`config.mk`:
```
export PLATFORM = sky130hd
export DESIGN_NAME = riscv_zero_fetch
export DESIGN_NICKNAME = d
export VERILOG_FILES = /design/src/rtl/riscv_zero_fetch.sv
export SDC_FILE = /design/constraint.sdc
export NUM_CORES = 1
export LEC_CHECK = 0
export BUFFER_PORTS_ARGS = -buffer_cell sky130_fd_sc_hd__buf_4
export CAP_MARGIN = 20
export CORE_MARGIN = 2
export CORE_UTILIZATION = 61
export CTS_CLUSTER_DIAMETER = 40
export DETAILED_ROUTE_END_ITERATION = 7
export PLACE_DENSITY = 0.88
export SLEW_MARGIN = 10
export SYNTH_ARGS = -nofsm -noshare
export SYNTH_HDL_FRONTEND = slang
export SYNTH_SLANG_ARGS = --single-unit
```
`constraint.sdc`:
```
create_clock -name clk -period 16.5 [get_ports clk]
set_input_delay 3.3 -clock clk [delete_from_list [all_inputs] [get_ports clk]]
set_output_delay 3.3 -clock clk [all_outputs]
set_load 0.005 [all_outputs]
```
`src/rtl/riscv_zero_fetch.sv`:
```
// Instruction fetch stage: owns the fetch PC, issues one-outstanding word reads
// to instruction memory and registers fetched instructions (or NOP bubbles) for decode.
module riscv_zero_fetch #(
  parameter logic [63:0] RESET_PC = 64'h0,
  parameter logic [31:0] NOP_INST = 32'h0000_0013
) (
  input  logic        clk,
  input  logic        reset,
  input  logic        stall,
  input  logic        redirect,
  input  logic [63:0] redirect_pc,
  output logic        imem_req,
  output logic [63:0] imem_addr,
  input  logic        imem_ack,
  input  logic [31:0] imem_rdata,
  output logic [31:0] inst_data,
  output logic [63:0] pc_out,
  output logic        inst_valid
);

  localparam int unsigned XLEN = 64;
  localparam int unsigned ILEN = 32;

  typedef enum logic [1:0] {IDLE, REQ, KILL, HOLD} state_e;

  state_e            state_q, state_d;
  logic              imem_req_q, imem_req_d;
  logic [XLEN-1:0]   imem_addr_q, imem_addr_d;
  logic [ILEN-1:0]   inst_data_q, inst_data_d;
  logic [XLEN-1:0]   pc_out_q, pc_out_d;
  logic              inst_valid_q, inst_valid_d;
  logic [ILEN-1:0]   buf_data_q, buf_data_d;
  logic [XLEN-1:0]   buf_pc_q, buf_pc_d;
  logic [XLEN-1:0]   target_q, target_d;

  logic              deliver;
  logic [ILEN-1:0]   dlv_data;
  logic [XLEN-1:0]   dlv_pc;
  logic [XLEN-1:0]   redir_pc;
  logic [XLEN-1:0]   next_addr;

  assign redir_pc  = redirect_pc & ~XLEN'(3);
  assign next_addr = imem_addr_q + XLEN'(4);

  // Next-state, fetch request and decode-facing output logic
  always_comb begin
    state_d      = state_q;
    imem_req_d   = imem_req_q;
    imem_addr_d  = imem_addr_q;
    inst_data_d  = inst_data_q;
    pc_out_d     = pc_out_q;
    inst_valid_d = inst_valid_q;
    buf_data_d   = buf_data_q;
    buf_pc_d     = buf_pc_q;
    target_d     = target_q;
    deliver      = 1'b0;
    dlv_data     = imem_rdata;
    dlv_pc       = imem_addr_q;

    unique case (state_q)
      IDLE: begin
        imem_req_d = 1'b1;
        state_d    = REQ;
      end
      REQ: begin
        if (imem_ack) begin
          if (redirect) begin
            imem_addr_d = redir_pc;
          end else if (!stall) begin
            deliver     = 1'b1;
            imem_addr_d = next_addr;
          end else begin
            buf_data_d  = imem_rdata;
            buf_pc_d    = imem_addr_q;
            imem_req_d  = 1'b0;
            imem_addr_d = next_addr;
            state_d     = HOLD;
          end
        end else if (redirect) begin
          target_d = redir_pc;
          state_d  = KILL;
        end
      end
      KILL: begin
        // The in-flight response is dropped; the latest redirect target wins.
        if (redirect) target_d = redir_pc;
        if (imem_ack) begin
          imem_addr_d = redirect ? redir_pc : target_q;
          state_d     = REQ;
        end
      end
      HOLD: begin
        if (redirect) begin
          imem_addr_d = redir_pc;
          imem_req_d  = 1'b1;
          state_d     = REQ;
        end else if (!stall) begin
          deliver    = 1'b1;
          dlv_data   = buf_data_q;
          dlv_pc     = buf_pc_q;
          imem_req_d = 1'b1;
          state_d    = REQ;
        end
      end
      default: begin
        state_d = IDLE;
      end
    endcase

    // Redirect flushes decode even under stall; stall otherwise freezes it.
    if (redirect) begin
      inst_data_d  = NOP_INST;
      inst_valid_d = 1'b0;
    end else if (!stall) begin
      if (deliver) begin
        inst_data_d  = dlv_data;
        pc_out_d     = dlv_pc;
        inst_valid_d = 1'b1;
      end else begin
        inst_data_d  = NOP_INST;
        inst_valid_d = 1'b0;
      end
    end
  end

  always_ff @(posedge clk or posedge reset) begin
    if (reset) begin
      state_q      <= IDLE;
      imem_req_q   <= 1'b0;
      imem_addr_q  <= RESET_PC;
      inst_data_q  <= NOP_INST;
      pc_out_q     <= '0;
      inst_valid_q <= 1'b0;
      buf_data_q   <= '0;
      buf_pc_q     <= '0;
      target_q     <= '0;
    end else begin
      state_q      <= state_d;
      imem_req_q   <= imem_req_d;
      imem_addr_q  <= imem_addr_d;
      inst_data_q  <= inst_data_d;
      pc_out_q     <= pc_out_d;
      inst_valid_q <= inst_valid_d;
      buf_data_q   <= buf_data_d;
      buf_pc_q     <= buf_pc_d;
      target_q     <= target_d;
    end
  end

  assign imem_req   = imem_req_q;
  assign imem_addr  = imem_addr_q;
  assign inst_data  = inst_data_q;
  assign pc_out     = pc_out_q;
  assign inst_valid = inst_valid_q;

endmodule

```
### After elaboration in Yosys (flattened, before gate mapping)

Cells that the tools add are included.

* $add $sub $neg: 1
* equal/unequal tests: 14
* mux-type cells: 34
* bitwise operators: 2
* reductions and logical operators: 10

Operators with widths (count)
* 2-to-1 mux 64 bit: 7
* case mux 64 bit (3 select lines): 1
* 2-to-1 mux 32 bit: 4
* case mux 64 bit (2 select lines): 1
* adder 64 x 3 -> 64 bit, second input constant: 1
* 2-to-1 mux 2 bit: 7
* inequality test 2 bit, second input constant: 6
* inequality test 3 bit, second input constant: 4
* 2-to-1 mux 1 bit: 11
* AND reduction 5 bit: 2
* case mux 2 bit (4 select lines): 1
* AND reduction 4 bit: 2
* nonzero test 3 bit: 2
* == test 2 bit, second input constant: 2
* case mux 1 bit (3 select lines): 1
* AND reduction 3 bit: 1
* == test 2 x 1 -> 1 bit, second input constant: 1
* zero test 2 bit: 1
* inequality test 2 x 1 -> 1 bit, second input constant: 1
* inverter 1 bit: 2
* case mux 1 bit (2 select lines): 1
* AND reduction 2 bit: 1
* nonzero test 2 bit: 1

* register bits after elaboration: 324
* output and inout bits: 162

### Logic depth before layout (Yosys ltp)

Gate-level depths: netlist of the first run.

* depth after elaboration: 7
* gate-level depth with buffers: 9
* depth with buffers taken out: 7

### Worst setup path before layout of the first run

Ideal clock, no wire load.

* path type: input to register
* start point: input port redirect
* end point: register buf_pc_q[0]
* data arrival time: 4.742 ns
* slack: 11.633 ns
* stages on the path: 6
* path buffers: 2
* cell sequence: clkinv_1 -> nand2_1 -> nor3_1 -> buf_2 -> buf_2 -> mux2_2

* cells in the longest elaborated chain, start to end: 2

RTL lines
* start: declaration: line 10 `input logic redirect,`
* inverter 1 bit (no line)
* AND reduction 4 bit (no line)
* end signal: assignment: line 145 `buf_pc_q <= buf_pc_d;`
* end: declaration: line 33 `logic [XLEN-1:0] buf_pc_q, buf_pc_d;`

No other way between the ends.
A chain may end at the register's enable or synchronous reset.

### Worst setup path after layout of the first run

* start point: input port redirect
* end point: register buf_pc_q[43]

Same word-level chain as after synthesis.

==> impl_metrics.ini, run 1 <==
[floorplan]
fp.dieW_um = 163
io_pins = 263
start_util_pct = 61.9
rows = 58
die_h_um = 163
core-area_sq_um = 25000
dieArea_sq_um = 26700

[yosys]
yosys_register_bits = 324
ys_top_cells_by_area = dfrtp_1 (52%), mux2_2 (11%), nand2_1 (5.7%)
async_flop_share_pct = 100
synthesis.area_sq_um = 15500
synth_nets = 1634
yosysSeqAreaShare_pct = 52.3
synth_top_area_cell = dfrtp_1
synth_enable_flop_cells = 0
synth_top_cells_by_count = dfrtp_1 (321), nand2_1 (236), mux2_2 (145)
ys_warn_count = 0
avgSynthCellArea_sq_um = 10.1
synth.distinct_cells = 64
synth_ff_type = dfrtp_1
netlist.area_leader.share_pct = 51.8
postSynthCellCount = 1532
post-synth-top-count-cell = dfrtp_1

[place]
dp_hpwl_um = 28100
pre_cts_ws_ps = 10650
portBuffers = 260
gp_congestion = 0.900

[route]
firstDrtPassIters = 7
met1_length_um = 17100
met2_length_um = 21600
wl_per_cell_um = 21.8
route.vias.total = 13673
drt_wl_total_um = 45800
dr.max_layer_used = met4
drc = 0
wl_met3_um = 5060
ant_nets = 0
via_per_inst = 6.50
drt_iter0_drc = 1679

[worst_hold_path]
hp-class = reg2reg

[global_routing]
grt_max_degree = 191
gr-total-overflow = 0
grt_usage_pct = 34.1
antenna_found_initial = 2
grt_pass1_vias = 13501
grt_pass1_wl_um = 72200

[clock_tree]
cts_resized = 0
ctsHoldBuffers = 0
numCtsBuffers = 43
cts.clk_slew.worst_paths_ps = 60
clock_latency_ps = 530
cts_setup_buffers = 0
htreeDepth = 2
cts_tree = yes
clockBufferDepth = 3
clock-root-buffer = clkbuf_16
clkSinkCount = 324

[timing]
slew_headroom_pct = 25.3
rsz0062_at_grt = no
post-route-period-util_pct = 32.6
skew_ps = 16.5
final.setup.tns_ps = 0
hold_viol = 0
fmax_mhz = 186
max_slew.worst_pin.slew_ps = 1110
period_minus_slack_ps = 5380
final_max_slew_viol_count = 0
finalSetupViolations = 0
setup_ws_ps = 11120

[setup_path]
cp_max_fo = 63
worstReg2RegStart = state_q[0]
cpPeakStageDelay_ps = 710
cp_data_required_time_ps = 16900
r2r-end = target_q[21]
crit_start = redirect
cpMostUsedCell = buf_4
setup.worst_path.start_class = input pin
crit_path_cell_trace = buf_4 > clkinv_1 > buf_4 > nand2_1 > nor3_2 > buf_4 > mux2_2
crit_path_top_delay_cell = buf_4
cp_data_arrival_time_ps = 5780
worst-r2r-cell-count = 6
cp-endpoint = buf_pc_q[43]
crit_type = in2reg
path_buf_inv = 4
r2r_slack_ps = 12950
cp_top_family = buffers and inverters
end_kind = flip-flop
worst-path-stages = 7

[cells_and_area]
utilization_pct = 76.4
register_area_sq_um = 8110
multi_input_area_sq_um = 6910
fillers = 1659
layout-drive-gt1-share_pct = 29.6
layout.nets = 1841
area_growth_syn_to_layout_pct = 23.3

[power_and_ir_drop]
p_leak_nw = 8.49
peakVddDrop_v = 0.000119
power_density_nw_per_um2 = 158
power.total_mw = 3.02

[outcome]
outcome = complete, no violations

[run]
maxCapViolCount = 0
[layout by cell type (no fill, tap or decap), types with 13 or more instances in the layout]
| cell | n |
|---|---|
| a22oi_1 | 14 |
| o22ai_1 | 30 |
| nor3_1 | 20 |
| nand4_1 | 17 |
| o22a_1 | 13 |
| nand2_1 | 234 |
| clkbuf_16 | 45 |
| nor2_1 | 121 |
| a31oi_1 | 80 |
| mux2_2 | 145 |
| buf_4 | 275 |
| a22o_1 | 14 |
| dfrtp_1 | 321 |
| nand3_1 | 33 |
| a21oi_1 | 62 |
| o21ai_0 | 85 |
| mux2i_1 | 40 |
| o21ai_1 | 18 |
[worst reg2reg max path: cells and delay by family (launching register included)]
family	cells	cell delay, ps
flip-flops	1	590
AO/OA/AOI/OAI	1	160
buffers and inverters	2	990
multiplexers	1	430
AND/OR/NAND/NOR	2	1270
[layer usage]
metal	global-route usage, %	vias to the layer above
li1	-	5961
met2	54.0	823
met5	0	-
met1	44.1	6731
met4	15.8	0
met3	9.04	158
[worst min-delay path by stage]
| stage | endpoint | cells after the start | from | slack, ps |
|---|---|---|---|---|
| after floorplan | target_q[23] | 2 | target_q[23] | 450 |
| after global placement | inst_data[7] | 2 | inst_data[7] | 460 |
| after detailed placement | inst_valid | 2 | inst_valid | 470 |
| after CTS | inst_data[23] | 2 | inst_data[23] | 490 |
| after global routing | target_q[43] | 1 | target_q[43] | 510 |
| final | inst_data[23] | 2 | inst_data[23] | 480 |
[layout make-up]
type,count,area share [%]
multi-input cells,1076,36.2
clock buffers,53,6.31
inverters,17,0.373
repair buffers,277,11.0
flip-flops and latches,324,42.4
diodes,2,0.0262
clock inverters,26,1.51
well taps,330,2.16
[logic make-up (layout without fill, tap and decap cells)]
group                    count (synthesis)  count (layout)  share of synthesized area [%]
other                                    0               2                              0
buffers and inverters                  132             373                           3.38
multiplexers                           195             195                           13.8
adder cells (fa/ha/maj)                  1               1                         0.0807
flip-flops                             324             324                           52.3
AO/OA/AOI/OAI                          383             383                           15.6
XOR/XNOR                                14              14                          0.791
AND/OR/NAND/NOR                        483             483                           13.9
[flip-flops by register name (all words and copies together), names as in the netlist]
signal / count
buf_data_q: 32
inst_valid: 1
inst_data: 32
state_q: 2
target_q: 64
buf_pc_q: 64
pc_out: 64
imem_addr: 64
imem_req: 1
[through the flow]
step	area [sq um]	hold WS (ps)	cells
detailed placement	17600	471	2023
floorplan	15500	451	1532
global route	19100	506	2104
CTS	19100	489	2102
finish	19100	480	2105
global placement	17600	462	2023
[report_power, final]
part / total (mW) / internal, mW / switching, mW
Clock: 0.961 / 0.590 / 0.371
Sequential: 1.30 / 1.06 / 0.244
Combinational: 0.759 / 0.404 / 0.356
No activity file was read; power rests on OpenSTA's default activity.
==> inputs of run 2 (changes only) <==
CORE_UTILIZATION = 51   (was 61)
PLACE_DENSITY = 0.78   (was 0.88)
clock period = 4.3 ns   (was 16.5 ns; I/O delays follow)
==> run 2 against run 1 <==
Setup slack lost 9900 ps. Combinational power grew to 3.8 times the previous value. Final area grew 1.2%. Cell count grew 3.3%. Flip-flop and latch count is the same. Via count shrank 2.9%. Global-route usage shrank 6.3 points. Core utilization shrank 11 points. Highest routed layer is now met5.
==> impl_metrics.ini, run 2 (synthesized netlist as in run 1, its figures left out) <==
[worst_hold_path]
hp-class = in2async

[timing]
rsz0062_at_grt = no
skew_ps = 17.5
hold_slack_ps = 298
period_minus_slack_ps = 3070
final_max_slew_viol_count = 0
finalSetupViolations = 0
final.setup.tns_ps = 0
slew_headroom_pct = 28.6
hold_viol = 0
setup_ws_ps = 1230
max_slew.worst_pin.slew_ps = 1070
post-route-period-util_pct = 71.4
fmax_mhz = 326

[setup_path]
worst-r2r-cell-count = 6
cpPeakStageDelay_ps = 790
crit_path_cell_trace = clkinv_1 > nor2_4 > nor2_1 > o22ai_1 > a41oi_1 > o22a_1
cp_top_family = simple AND/OR/NAND/NOR gates
crit_path_top_delay_cell = dfrtp_1
end_kind = flip-flop
worst-path-stages = 6
path_buf_inv = 1
setup.worst_path.start_class = flip-flop
cp_max_fo = 17
cp_data_arrival_time_ps = 3500
cp_data_required_time_ps = 4730
crit_type = reg2reg

[global_routing]
grt_usage_pct = 27.8
antenna_found_initial = 5
grt_pass1_wl_um = 70100
grt_max_degree = 132
gr-total-overflow = 0
grt_pass1_vias = 13263

[place]
pre_cts_ws_ps = 850
gp_congestion = 0.891
dp.cells = 2096
dp_hpwl_um = 29200
dpl-instance-area_sq_um = 17800
portBuffers = 260

[route]
firstDrtPassIters = 5
met1_length_um = 18200
drt_wl_total_um = 44400
drt_iter0_drc = 1168
wl_met3_um = 4320
via_per_inst = 6.11
drc = 0
ant_nets = 0
dr.max_layer_used = met5
wl_per_cell_um = 20.4
met2_length_um = 20400
route.vias.total = 13279

[clock_tree]
cts_resized = 0
clkSinkCount = 324
clockBufferDepth = 3
cts.clk_slew.worst_paths_ps = 60
clock_latency_ps = 540
numCtsBuffers = 43
cts_tree = yes
clock-root-buffer = clkbuf_16
cts_setup_buffers = 0
htreeDepth = 2
ctsHoldBuffers = 0

[floorplan]
dieArea_sq_um = 31800
start_util_pct = 52.0
io_pins = 263
rows = 63
core-area_sq_um = 29800
die_h_um = 178
fp.dieW_um = 178

[cells_and_area]
multi_input_area_sq_um = 6910
register_area_sq_um = 8110
area_growth_syn_to_layout_pct = 24.8
layout_common_cells = dfrtp_1 (321), buf_4 (284), nand2_1 (234), mux2_2 (145), nor2_1 (121)
utilization_pct = 65.0
layout.nets = 1854
final_cells = 2174
fillers = 2325
final_area_sq_um = 19400
layout-drive-gt1-share_pct = 30.0
final_common_cell = dfrtp_1

[run]
maxCapViolCount = 0

[outcome]
outcome = complete, no violations

[power_and_ir_drop]
power_density_nw_per_um2 = 599
peakVddDrop_v = 0.000355
p_leak_nw = 8.57
power.total_mw = 11.6
## run 2: cell types whose count changed in the layout (fill, tap and decap cells not counted), moves of 2 or more
cell and change:
buf_12 +4, buf_4 +9, bufinv_16 +3, clkbuf_16 -2, clkinv_2 -3
## run 2: routing by layer
metal  track usage [%]  vias to the layer above
met5                 0                        -
met4              10.6                        6
met3              7.59                      113
met2              44.0                      620
met1              36.5                     6562
li1                  -                     5978
## run 2: area by class of cell
class	count	share of cell area, %
diodes	2	0.0259
clock buffers	50	5.95
clock inverters	25	1.86
inverters	17	0.349
multi-input cells	1076	35.7
flip-flops and latches	324	41.9
well taps	390	2.52
repair buffers	290	11.7
## run 2: worst register-to-register path, stage by stage (launching register included)
cell      delay (ps)
dfrtp_1          790
clkinv_1         630
nor2_4           590
nor2_1           310
o22ai_1          340
a41oi_1           80
o22a_1           220
## run 2: power by group
part | leakage (nW) | internal [mW] | switching (mW)
registers | 3.86 | 4.05 | 0.921
logic | 3.98 | 1.57 | 1.29
clock network | 0.727 | 2.36 | 1.40
total | 8.57 | 7.98 | 3.61
## run 2: final timing paths
check                               from       endpoint  slack [ps]
max                           state_q[1]  imem_addr[26]        1230
min                                reset   buf_pc_q[21]         300
max reg2reg                   state_q[1]  imem_addr[26]        1230
min reg2reg                inst_data[12]  inst_data[12]         480
max in group asynchronous          reset     pc_out[63]        3030
min in group clk           inst_data[12]  inst_data[12]         480
